[src/rtl/color_sensor_emulator.sv]
// Light-to-frequency colour sensor stand-in: emits a square wave whose
// half-period comes from a per-channel register picked by the synced S2/S3 pins.
module color_sensor_emulator #(
  parameter int CNT_W       = 24,
  parameter int SYNC_STAGES = 2
) (
  input  logic             clk,
  input  logic             rst,
  input  logic             s0,
  input  logic             s1,
  input  logic             s2,
  input  logic             s3,
  input  logic             oe_n,
  input  logic             cfg_valid,
  output logic             cfg_ready,
  input  logic [1:0]       cfg_chan,
  input  logic [CNT_W-1:0] cfg_half,
  output logic             freq_out,
  output logic [1:0]       active_chan
);

  localparam int HW = CNT_W + 6;

  localparam logic [1:0] ST_OFF  = 2'd0;
  localparam logic [1:0] ST_LOW  = 2'd1;
  localparam logic [1:0] ST_HIGH = 2'd2;

  // Pin bundle {oe_n, s3, s2, s1, s0}; oe_n resets to the disabled level.
  localparam logic [4:0] SYNC_RST = 5'b10000;

  logic [4:0]                    pins;
  logic [SYNC_STAGES-1:0][4:0]   sync_reg;
  logic [4:0]                    synced;

  logic                          s0_sync;
  logic                          s1_sync;
  logic                          s2_sync;
  logic                          s3_sync;
  logic                          oe_n_sync;
  logic [1:0]                    chan_sync;
  logic [1:0]                    scale_sync;

  logic [CNT_W-1:0]              half_reg [4];
  logic                          cfg_ready_reg;

  logic [CNT_W-1:0]              base_raw;
  logic [HW-1:0]                 base_ext;
  logic [HW-1:0]                 half_eff;
  logic [HW-1:0]                 reload_val;
  logic                          run_ok;

  logic [1:0]                    state_reg;
  logic [1:0]                    state_next;
  logic [HW-1:0]                 cnt_reg;
  logic [HW-1:0]                 cnt_next;
  logic                          freq_reg;
  logic                          freq_next;

  assign pins = {oe_n, s3, s2, s1, s0};

  always_ff @(posedge clk or posedge rst) begin
    if (rst) begin
      sync_reg <= {SYNC_STAGES{SYNC_RST}};
    end else begin
      sync_reg <= {sync_reg[SYNC_STAGES-2:0], pins};
    end
  end

  assign synced     = sync_reg[SYNC_STAGES-1];
  assign s0_sync    = synced[0];
  assign s1_sync    = synced[1];
  assign s2_sync    = synced[2];
  assign s3_sync    = synced[3];
  assign oe_n_sync  = synced[4];
  assign chan_sync  = {s2_sync, s3_sync};
  assign scale_sync = {s0_sync, s1_sync};

  always_ff @(posedge clk or posedge rst) begin
    if (rst) begin
      cfg_ready_reg <= 1'b0;
    end else begin
      cfg_ready_reg <= 1'b1;
    end
  end

  always_ff @(posedge clk or posedge rst) begin
    if (rst) begin
      for (int i = 0; i < 4; i++) begin
        half_reg[i] <= '0;
      end
    end else if (cfg_valid && cfg_ready_reg) begin
      half_reg[cfg_chan] <= cfg_half;
    end
  end

  // A half-period of 1 is stretched to 2 so the output stays a clean square wave.
  assign base_raw = half_reg[chan_sync];

  always_comb begin
    base_ext = HW'(base_raw);
    if (base_raw == CNT_W'(1)) begin
      base_ext = HW'(2);
    end
  end

  always_comb begin
    case (scale_sync)
      2'b01:   half_eff = (base_ext << 5) + (base_ext << 4) + (base_ext << 1);
      2'b10:   half_eff = (base_ext << 2) + base_ext;
      2'b11:   half_eff = base_ext;
      default: half_eff = '0;
    endcase
  end

  assign run_ok     = (scale_sync != 2'b00) && (base_raw != '0);
  assign reload_val = half_eff - HW'(1);

  // Reload is only sampled at a toggle, so mid-phase changes never shorten a phase.
  always_comb begin
    state_next = state_reg;
    cnt_next   = cnt_reg;
    case (state_reg)
      ST_OFF: begin
        cnt_next = '0;
        if (run_ok) begin
          state_next = ST_LOW;
          cnt_next   = reload_val;
        end
      end
      ST_LOW, ST_HIGH: begin
        if (!run_ok) begin
          state_next = ST_OFF;
          cnt_next   = '0;
        end else if (cnt_reg == '0) begin
          state_next = (state_reg == ST_LOW) ? ST_HIGH : ST_LOW;
          cnt_next   = reload_val;
        end else begin
          cnt_next = cnt_reg - HW'(1);
        end
      end
      default: begin
        state_next = ST_OFF;
        cnt_next   = '0;
      end
    endcase
  end

  assign freq_next = (state_reg == ST_HIGH) && !oe_n_sync;

  always_ff @(posedge clk or posedge rst) begin
    if (rst) begin
      state_reg <= ST_OFF;
      cnt_reg   <= '0;
      freq_reg  <= 1'b0;
    end else begin
      state_reg <= state_next;
      cnt_reg   <= cnt_next;
      freq_reg  <= freq_next;
    end
  end

  assign freq_out    = freq_reg;
  assign cfg_ready   = cfg_ready_reg;
  assign active_chan = chan_sync;

endmodule
[config.mk]
export PLATFORM = sky130hd
export DESIGN_NAME = color_sensor_emulator
export DESIGN_NICKNAME = d
export VERILOG_FILES = /design/src/rtl/color_sensor_emulator.sv
export SDC_FILE = /design/constraint.sdc
export NUM_CORES = 1
export LEC_CHECK = 0
export CAP_MARGIN = 10
export CORE_ASPECT_RATIO = 0.7
export CORE_UTILIZATION = 40
export DETAILED_ROUTE_END_ITERATION = 10
export GPL_TIMING_DRIVEN = 0
export PLACE_DENSITY_LB_ADDON = 0.25
export SKIP_LAST_GASP = 1
export SLEW_MARGIN = 10
export SYNTH_ARGS = -nofsm -noshare
export SYNTH_HDL_FRONTEND = slang
export SYNTH_SLANG_ARGS = --single-unit
[constraint.sdc]
create_clock -name clk -period 6.05 [get_ports clk]
set_input_delay 1.21 -clock clk [delete_from_list [all_inputs] [get_ports clk]]
set_output_delay 1.21 -clock clk [all_outputs]
set_load 0.005 [all_outputs]
* Word-level counts from Yosys, hierarchy flattened
Cells that the tools add are included.
** Operators by class
- Order comparisons :: 3
- Reductions and logical operators :: 11
- Mux-type cells :: 17
- Equal/unequal tests :: 8
- Add/sub/neg operators :: 5
- Bitwise operators :: 2
** Operators by type and width (count)
- bitwise mux 96 bit :: 1
- two-way mux 24 bit :: 4
- adder 30 bit :: 3
- two-way mux 30 bit :: 3
- one-hot mux 30 bit (3 select lines) :: 1
- one-hot mux 30 bit (2 select lines) :: 1
- subtractor 30 x 1 -> 30 bit (second input constant) :: 2
- binary-select mux 24 bit (select 2 bit) :: 1
- demux 24 bit (select 2 bit) :: 1
- logical NOT 30 bit :: 1
- == test 24 x 1 -> 1 bit (second input constant) :: 1
- nonzero test 24 bit :: 1
- two-way mux 2 bit :: 4
- == test 2 bit (second input constant) :: 3
- >= comparator 3 bit (second input constant) :: 2
- inverter 2 -> 3 bit :: 2
- == test 2 x 1 -> 1 bit (second input constant) :: 2
- logical AND 1 bit :: 4
- one-hot mux 2 bit (2 select lines) :: 1
- less-than comparator 3 x 1 -> 1 bit (second input constant) :: 1
- != test 3 bit (second input constant) :: 1
- logical NOT 2 bit :: 1
- != test 2 bit (second input constant) :: 1
- AND reduction 2 bit :: 1
- other kinds (3) :: 3
** Storage, ports and cells
- Word-level logic and storage cells :: 56
- Input bits :: 34
- Flip-flop bits (word level) :: 140
- Output and inout port bits :: 4

* Logic depth before layout (Yosys ltp)
- Depth in word-level cells :: 13
- Depth in mapped cells :: 25
- Gate-level depth less buffers :: 21

* Least setup slack after synthesis
OpenSTA, ideal clock, no wires.
- Path type :: register to register
- From :: register sync_reg (netlist bit synced[3])
- To :: register cnt_reg[27]
- Cell stages (with the launch flop) :: 25
- Clock period less this slack :: 6.199 ns
- Required time :: 5.919 ns
- Setup time :: 0.131 ns
- Buffers on the path :: 3
- Path slack :: -0.149 ns
- Arrival :: 6.068 ns
- Cells stage by stage :: dfrtp_1 buf_6 buf_6 buf_6 mux4_2 nor4_1 nand4_1 nor2_1 nand2_1 nand2b_1 inv_1 fa_1 inv_1 ha_1 fa_1 a211oi_1 o21ai_0 a211o_1 a221o_1 xor2_1 a22oi_1 o21ai_0 nor4_4 a21oi_1 or3_1
** Between the ends
- Longest elaborated chain between the ends :: 13
- Elaborated cells between the ends (all ways) :: 17
- Those cells by class :: 4 x add/sub; 1 x eq/ne; 9 x mux; 1 x bitwise; 2 x reduce/logical
** RTL lines
- from (decl) :: line 32 : logic [SYNC_STAGES-1:0][4:0] sync_reg;
- from (signal assigned) :: line 63 : sync_reg <= {SYNC_STAGES{SYNC_RST}};
- from (signal assigned) :: line 65 : sync_reg <= {sync_reg[SYNC_STAGES-2:0], pins};
- inverter 2 -> 3 bit (implied by the code) * :: line 97 : assign base_raw = half_reg[chan_sync];
- binary-select mux 24 bit (select 2 bit) * :: line 97
- two-way mux 24 bit (implied by the code) * (2 in a row) :: line 97
- == test 24 x 1 -> 1 bit :: line 101 : if (base_raw == CNT_W'(1)) begin
- two-way mux 24 bit :: line 101
- adder 30 bit (2 in a row) :: line 108 : 2'b01: half_eff = (base_ext << 5) + (base_ext << 4) + (base_ext << 1);
- one-hot mux 30 bit (3 select lines) :: line 107 : case (scale_sync)
- subtractor 30 x 1 -> 30 bit :: line 116 : assign reload_val = half_eff - HW'(1);
- two-way mux 30 bit :: line 134 : end else if (cnt_reg == '0) begin
- two-way mux 30 bit :: line 131 : if (!run_ok) begin
- one-hot mux 30 bit (2 select lines) * :: line 122 : case (state_reg)
- named net cnt_next[27] :: line 55 : logic [HW-1:0] cnt_next;
- to (signal assigned) :: line 157 : cnt_reg <= cnt_next;
- to (decl) :: line 54 : logic [HW-1:0] cnt_reg;
Mark *: on every way through the listed nets, which the timed path passes. The rest lies on a longest branch. The select of a mux whose other input is x is not followed.
A chain may end at the register's enable or synchronous reset.

* Worst setup path after layout
Same ends and word-level chain as after synthesis.

==> run_results.csv <==
group,metric,value,unit
synth,ys_seq_area_frac,0.322,
global_routing,first_global_vias,8937,
status,violations,"negative setup slack",
floorplan,die-height,140,um
synth,synth_edf_count,0,
critical_path,reg2reg_setup_slack,-0.04,ns
timing,setup_tns,-0.0432,ns
synth,synth_warnings,0,
global_routing,grt_overflow,0,
layout,area_growth,18.6,%
critical_path,cp-start-kind,"register",
timing,worst_slack,-0.0432,ns
timing,final-hold-violation-count,0,
clock_tree,numCtsBuffers,17,
timing,period_share,1.01,
timing,maxSlewViolCount,0,
timing,maxSlewHeadroom,0.332,
layout,insertedDiodeCount,0,
floorplan,start_util,0.407,
hold_path,hold_path.class,"register to register",
run,drv_cap,0,
layout,n_fill_cell,2533,
placed_design,io_buffers,37,
layout,layout_common_cells,"dfrtp_1, mux2_2, inv_1, nor2_1, a21oi_1",
global_routing,grt_start_max_net_pins,96,
synth,synth_nets,1207,
timing,layout_min_cycle_time,6.09,ns
drt,first_pass_iters,5,
clock_tree,cts-root-buf,"clkbuf_16",
drt,route.detailed.drc,0,
synth,syn_area,10900,um^2
placed_design,globalplace.congestion,0.920,
critical_path,cp.arrival,6.40,ns
synth,ys_seq_elements,140,
clock_tree,path_clk_slew,0.07,ns
global_routing,grt_pass1_wl,49.3,mm
synth,synth.avg_cell_area,9.94,um^2
timing,worst_pin_slew,0.995,ns
drt,postRouteAntennaNets,0,
synth,synth.distinct_cells,85,
drt,num_vias,8938,
floorplan,num_rows,50,
drt,drt-initial-drc-count,751,
layout,utilization,0.483,
clock_tree,insertion_delay,0.44,ns
floorplan,ios,38,
floorplan,die_w,199,um
timing,fmax,164,MHz
placed_design,dp_hpwl,21.8,mm
critical_path,worstPathRequired,6.36,ns
critical_path,critPathKind,"register to register",
layout,largest_reg_flops,96,
timing,finalSetupViolations,1,
critical_path,cp-end-kind,"register",
power,ir_drop,322,uV
critical_path,cp_max_fo,6,
clock_tree,clock_sinks,140,
clock_tree,cts_hold_buf,0,
layout,layout_commonest_cell,"dfrtp_1",
global_routing,antenna_found_initial,0,
timing,rsz0062_at_grt,"true",
status,status,"finished, violations left",
power,power_density,508,nW/um^2
timing,clock_skew,0.0139,ns
clock_tree,cts_tree,"done",
layout,instances_no_fill,1565,
synth,syn_inst,1094,
clock_tree,clock_path_buffers,2,
global_routing,grt_use_total,0.228,
power,p_leak,0.00557,uW
layout,nNetsFinal,1301,
layout,drive_above_1_share,0.212,
drt,vias_per_cell,5.71,
synth,synthArstFlopShare,1.00,
synth,ys.flop_type,"dfrtp_1",
drt,wl_per_cell,18.8,um
floorplan,fp.dieArea,27900,um^2
floorplan,core_area,26700,um^2
drt,wl,29.5,mm
clock_tree,cts_max_level,4,
placed_design,dp.cells,1496,
-- repair_timing --
action	in CTS	in global routing
setup endpoints to repair	19	10
pin swaps	16	18
gates cloned	0	0
resized for setup	35	14
setup buffers	30	7
-- area by class of cell --
type	count	area, um^2	share of cell area
multi-input combinational	828	7060	0.548
sequential	140	3510	0.272
timing repair buffer	75	696	0.0540
tap	364	455	0.0353
clock buffer	17	425	0.0330
inverter	73	284	0.0220
buffer	53	274	0.0213
clock inverter	15	194	0.0150
-- synthesized netlist by cell type, drive strengths merged, types with 9 or more instances --
cell type	n	area, um^2
fa	22	440
a21oi	61	305
o21a	13	97.6
mux4	24	548
ha	57	713
nor2	71	267
nand4	19	125
inv	73	274
nor3	27	135
a31oi	10	68.8
clkbuf	42	158
nand2b	10	62.6
and3	9	56.3
nor4	20	170
a22oi	21	163
mux2i	10	100
a211oi	13	103
o211ai	9	67.6
mux2	99	1110
buf	11	80.1
dfrtp	138	3450
a21o	18	135
nand2	60	225
xor2	39	342
o21ai	36	180
xnor2	25	219
nand3	19	95.1
or3	16	105
nor2b	9	56.3
-- report_power, final --
group | total (uW) | switching (uW) | internal, uW
Clock | 1110 | 479 | 631
Sequential | 1290 | 137 | 1160
Combinational | 4150 | 2450 | 1700
-- through the flow --
| stage | setup slack, ns | hold slack [ns] | cell area, um^2 | total power, uW |
|---|---|---|---|---|
| after floorplan | 0.0324 | 0.331 | 10900 | 4250 |
| after global placement | -1.20 | 0.333 | 11700 | 5080 |
| after detailed placement | -1.26 | 0.336 | 11800 | 5130 |
| after CTS | 0.0146 | 0.346 | 12800 | 6430 |
| after global routing | -0.205 | 0.363 | 12900 | 7090 |
| final | -0.0432 | 0.349 | 12900 | 6550 |
-- worst max-delay path: stages, from the launching register on --
cell and delay, ns:
dfrtp_1 0.40, buf_8 0.13, buf_12 0.13, buf_12 0.13
buf_8 0.13, buf_4 0.13, mux4_2 0.48, nor4_4 0.25
nand2_1 0.12, nor2_4 0.14, nand2_2 0.09, nand2b_4 0.10
inv_4 0.04, fa_1 0.49, inv_2 0.05, ha_4 0.15
fa_2 0.39, a211oi_4 0.31, o21ai_2 0.12, a211o_1 0.30
a221oi_2 0.31, o31ai_4 0.14, a211oi_2 0.23, buf_4 0.17
nand4b_4 0.14, nor4_4 0.39, a21oi_1 0.11, or3_1 0.38
-- worst paths after layout --
| path | depth (start not counted) | end | from |
|---|---|---|---|
| max | 27 | cnt_reg[27] | synced[3] |
| min | 0 | synced[3] | sync_reg[3] |
| max reg2reg | 27 | cnt_reg[27] | synced[3] |
| min reg2reg | 0 | synced[3] | sync_reg[3] |
| max in group asynchronous | 3 | half_reg[18] | rst |
| min in group asynchronous | 2 | sync_reg[0] | rst |
-- logic make-up after synthesis --
group,share of synthesized area
adder cells (fa/ha/maj),0.106
buffers and inverters,0.0471
flip-flops,0.322
AO/OA/AOI/OAI,0.156
AND/OR/NAND/NOR,0.154
multiplexers,0.162
XOR/XNOR,0.0515
other,0.000345
-- layer usage --
layer | vias to the layer above | GRT usage | wire length, um
li1 | 4251 | - | -
met1 | 4444 | 0.346 | 15200
met2 | 217 | 0.327 | 12200
met3 | 26 | 0.0520 | 1740
met4 | 0 | 0.0518 | 388
met5 | - | 0 | 0
Power figures use the tool's default switching activity.
